--- src/rtl/mmm_serial.sv ---
// Bit-serial Montgomery multiplier: p_out = A*B*2^-WIDTH mod M, one radix-2 step per enabled edge.
// Latency: done/p_out valid WIDTH+1 enabled edges after the ld_a edge; ena=0 freezes all state.
module mmm_serial #(
    parameter int WIDTH = 8
) (
    input  logic             clk,
    input  logic             rst,
    input  logic             ena,
    input  logic             clear,
    input  logic             ld_a,
    input  logic [WIDTH-1:0] a_in,
    input  logic [WIDTH-1:0] b_in,
    input  logic [WIDTH-1:0] m_in,
    output logic [WIDTH-1:0] p_out,
    output logic             done
);

    localparam int CW = $clog2(WIDTH + 1);
    localparam int RW = WIDTH + 2;

    typedef enum logic [1:0] {IDLE, RUN, SUB, DONE} state_t;

    state_t           state_q;
    logic [WIDTH-1:0] a_q;
    logic [WIDTH-1:0] b_q;
    logic [WIDTH-1:0] m_q;
    logic [WIDTH-1:0] p_q;
    logic [RW-1:0]    r_q;
    logic [CW-1:0]    cnt_q;
    logic             done_q;

    logic [RW-1:0]    sum_ab;
    logic [RW-1:0]    sum_abm;
    logic [RW-1:0]    r_d;
    logic [RW-1:0]    r_sub;
    logic [WIDTH-1:0] p_d;
    logic             q_bit;

    // R stays below 2M, so R + B + M < 4M fits in WIDTH+2 bits
    always_comb begin
        sum_ab  = r_q + (a_q[0] ? RW'(b_q) : '0);
        q_bit   = sum_ab[0];
        sum_abm = sum_ab + (q_bit ? RW'(m_q) : '0);
        r_d     = sum_abm >> 1;
        r_sub   = r_q - RW'(m_q);
        p_d     = (r_q >= RW'(m_q)) ? r_sub[WIDTH-1:0] : r_q[WIDTH-1:0];
    end

    always_ff @(posedge clk or posedge rst) begin
        if (rst) begin
            state_q <= IDLE;
            a_q     <= '0;
            b_q     <= '0;
            m_q     <= '0;
            p_q     <= '0;
            r_q     <= '0;
            cnt_q   <= '0;
            done_q  <= 1'b0;
        end else if (ena) begin
            if (!clear) begin
                state_q <= IDLE;
                r_q     <= '0;
                p_q     <= '0;
                cnt_q   <= '0;
                done_q  <= 1'b0;
            end else if (ld_a) begin
                a_q     <= a_in;
                b_q     <= b_in;
                m_q     <= m_in;
                r_q     <= '0;
                cnt_q   <= '0;
                done_q  <= 1'b0;
                state_q <= RUN;
            end else begin
                case (state_q)
                    IDLE: done_q <= 1'b0;
                    RUN: begin
                        r_q   <= r_d;
                        a_q   <= a_q >> 1;
                        cnt_q <= cnt_q + CW'(1);
                        if (cnt_q == CW'(WIDTH - 1)) begin
                            state_q <= SUB;
                        end
                    end
                    SUB: begin
                        p_q     <= p_d;
                        done_q  <= 1'b1;
                        state_q <= DONE;
                    end
                    DONE: done_q <= 1'b1;
                    default: state_q <= IDLE;
                endcase
            end
        end
    end

    assign p_out = p_q;
    assign done  = done_q;

endmodule

--- config.mk ---
export PLATFORM = sky130hd
export DESIGN_NAME = mmm_serial
export DESIGN_NICKNAME = d
export VERILOG_FILES = /design/src/rtl/mmm_serial.sv
export SDC_FILE = /design/constraint.sdc
export NUM_CORES = 1
export LEC_CHECK = 0
export CAP_MARGIN = 20
export CELL_PAD_IN_SITES_DETAIL_PLACEMENT = 2
export CELL_PAD_IN_SITES_GLOBAL_PLACEMENT = 2
export CORE_ASPECT_RATIO = 1.75
export CORE_MARGIN = 3
export CORE_UTILIZATION = 36
export CTS_CLUSTER_DIAMETER = 60
export CTS_CLUSTER_SIZE = 12
export DETAILED_ROUTE_END_ITERATION = 8
export PLACE_DENSITY = 0.82
export SLEW_MARGIN = 10
export SYNTH_ARGS = -nofsm -noshare
export SYNTH_HDL_FRONTEND = slang
export SYNTH_SLANG_ARGS = --single-unit
--- constraint.sdc ---
create_clock -name clk -period 3.7 [get_ports clk]
set_input_delay 0.37 -clock clk [delete_from_list [all_inputs] [get_ports clk]]
set_output_delay 0.37 -clock clk [all_outputs]
set_load 0.005 [all_outputs]
==> qor.csv, run 1 <==
metric,value,unit
status,completed,
maximum VDD drop,0.000241,V
Ports,38,
NumNets Final,432,
Inserted Diodes,0,
highest fanout seen on the critical path,6,
Die Y-Extent,131,µm
# fillers,998,
crit end category,flop,
area share of the leading cell type in the synthesized netlist,37.4,%
"Clk Latency, worst-skew pair",290,ps
PortBufs,37,
overall die area,0.0101,mm²
type of origin of the critical path,flop,
synthesized cell area,0.00321,mm²
Synth Area per Inst,9.80,µm²
final setup fails,0,
Leakage Power,0.00176,µW
synthesized instance count,328,
Yosys Warn Count,0,
grt ovf,0,
clk sinks,48,
CP arrival,3670,ps
Worst path slowest cell,dfrtp_2,
Final HPWL DP,6.63,mm
1st-iter DRT viols,34,
slew at the pin closest to its max-slew limit,957,ps
post-synthesis register bit count,48,
critical path class,flop to flop,
peak per-stage delay on the critical path,410,ps
Final Cycle Share,93.0,%
htree depth,2,
setup_tns,0,ps
"Primary FF master, synth",dfrtp_1,
RSZ-0062 raised after global routing,no,
die width,77.4,µm
final wirelength,8.44,mm
WL/cell,17.2,µm
Post-synth top cells,"48 x dfrtp_1, 34 x nand2_1, 29 x o21ai_0, 28 x ha_1, 20 x inv_1",
most common cell in the synthesized netlist,dfrtp_1,
area grow syn2layout,21.8,%
RR Startpoint,a_q[0],
endpoints failing hold,0,
Rows,45,
first-pass GRT wire length,14.0,mm
fmax,291,MHz
final core utilization,45.1,%
Pre-Repair DR Iteration Count,3,
clk root buf,clkbuf_16,
Hold WC Path Type,primary input to async pin,
Final Wtd Congestion,0.831,
post-route clock skew,9.36,ps
# hold bufs at CTS,0,
Num CTS Buffers,5,
core outline area,0.00867,mm²
CP startpoint,a_q[0],
"Req. time, crit path",3930,ps
TritonCTS clock tree,done,
Post-synth EDFFs,0,
pin count of the biggest net entering global routing,49,
Max-Cap Viols,0,
DRC errors left,0,
Starting Density,37.1,%
Netlist cell types,55,
multi-input logic area,0.00191,mm²
Post-DRT Antenna Nets,0,
antenna violations before repair,0,
Mapped Nets,388,
CP most frequent cell,nand4_1,
"area leader, netlist",dfrtp_1,
number of global-route vias before repair,2915,
fraction of registers with async set/reset,100,%
"top cells by area, synth","dfrtp_1 37%, ha_1 11%, mux2_2 5.6%, o21ai_0 4.5%, mux2i_1 4.0%",
CP cell instances,buf_4 -> and2_1 -> ha_1 -> nor2b_1 -> o21ai_1 -> a21boi_2 -> o21a_1 -> nor2_1 -> xnor2_1 -> ha_2 -> nand4_1 -> o22ai_2 -> or3_1 -> a311o_1 -> nand4_1,
DR vias,2609,
Worst-path clk slew,70,ps
share of cells above drive strength 1,14.2,%
slew margin rel.,35.9,%
FF/Latch Area,0.00120,mm²
Final min period,3440,ps
clk buf depth,2,
pwr/cell area,504,mW/mm²
GRT Total Usage,17.7,%
vias per cell,5.32,
Max Slew Vio Count,0,
sequential fraction of the synthesis area,37.4,%
## power breakdown
part / switching, µW / total (µW) / internal [µW]
registers: 80.2 / 701 / 621
clock network: 202 / 472 / 270
logic: 435 / 799 / 364
total: 717 / 1970 / 1260
## worst max-delay path, delay by kind of cell (launching register included)
family,cells,cell delay (ps)
xor+xnor,1,150
fa+ha+maj,2,660
compound gates,5,920
flops,1,410
simple gates,6,1060
buf+inv,1,160
## through the flow
stage               setup WS (ps)  std cells  hold WS (ps)  total power [µW]  instance area, µm²
floorplan                     585        328           448              1260                3210
global placement              326        480           462              1440                3720
detailed placement            176        480           475              1500                3720
CTS                           105        488           491              1990                3870
global route                 59.1        490           499              2140                3910
finish                        258        490           468              1970                3910
## sequential cells by signal, summed over array words and instances, names as in the netlist
| register | flops |
|---|---|
| state_q | 2 |
| b_q | 8 |
| m_q | 8 |
| a_q | 8 |
| done | 1 |
| p_out | 8 |
| r_q | 9 |
| cnt_q | 4 |
## cell families (layout without fill, tap and decap cells)
kind of cell,count (synthesis),count (layout),synth area share (%)
multiplexers,29,29,9.66
adder cells (fa/ha/maj),31,31,12.8
XOR/XNOR,17,17,4.63
buffers and inverters,25,70,3.27
AND/OR/NAND/NOR,91,91,14.6
AO/OA/AOI/OAI,87,87,17.7
flip-flops,48,48,37.4
## layer usage
layer / share of wire (%) / GRT usage, % / up-vias / wire [µm]
met4: 3.5 / 7.76 / 0 / 293
met1: 35 / 16.5 / 1299 / 2980
met5: 0 / 0 / - / 0
met2: 59 / 37.3 / 38 / 5000
li1: - / - / 1253 / -
met3: 2.0 / 2.40 / 19 / 170
## cells in the final DEF (no fill, tap or decap), drive strengths merged, types with 4 or more instances in the layout
master and instances:
dfrtp 48, o21ai 39, clkdlybuf4s50 37, nand2 34
ha 28, inv 21, mux2 16, and2 16
nor2 15, mux2i 13, a21oi 13, xnor2 12
clkbuf 6, nand3 5, xor2 5, buf 5
a22o 4, a211oi 4, a21o 4
## area by class of cell
type	count	area share, %
Multi-Input combinational cell	255	48.8
Sequential cell	48	30.7
Timing Repair Buffer	42	10.9
Tap cell	117	3.74
Clock buffer	6	3.55
Inverter	20	1.92
Clock inverter	2	0.352
## path summary, 6_finish.rpt
kind,endpoint,slack (ps),cells past startpoint
max,r_q[8],260,15
min,m_q[0],470,2
max reg2reg,r_q[8],260,15
min reg2reg,a_q[7],480,2
max in group asynchronous,r_q[6],2720,3
min in group clk,a_q[7],480,2
## repair_timing
item,4_1_cts,5_1_grt
resized for setup,0,2
setup endpoints to repair,0,2
buffers inserted,0,1
Note: power is estimated with default switching activity, not from simulation.
==> run 2, diff against run 1 <==
- CTS_CLUSTER_SIZE: 12 -> unset
==> results of run 2 <==
No change in the layout: final DEF, timing and power equal those of run 1.
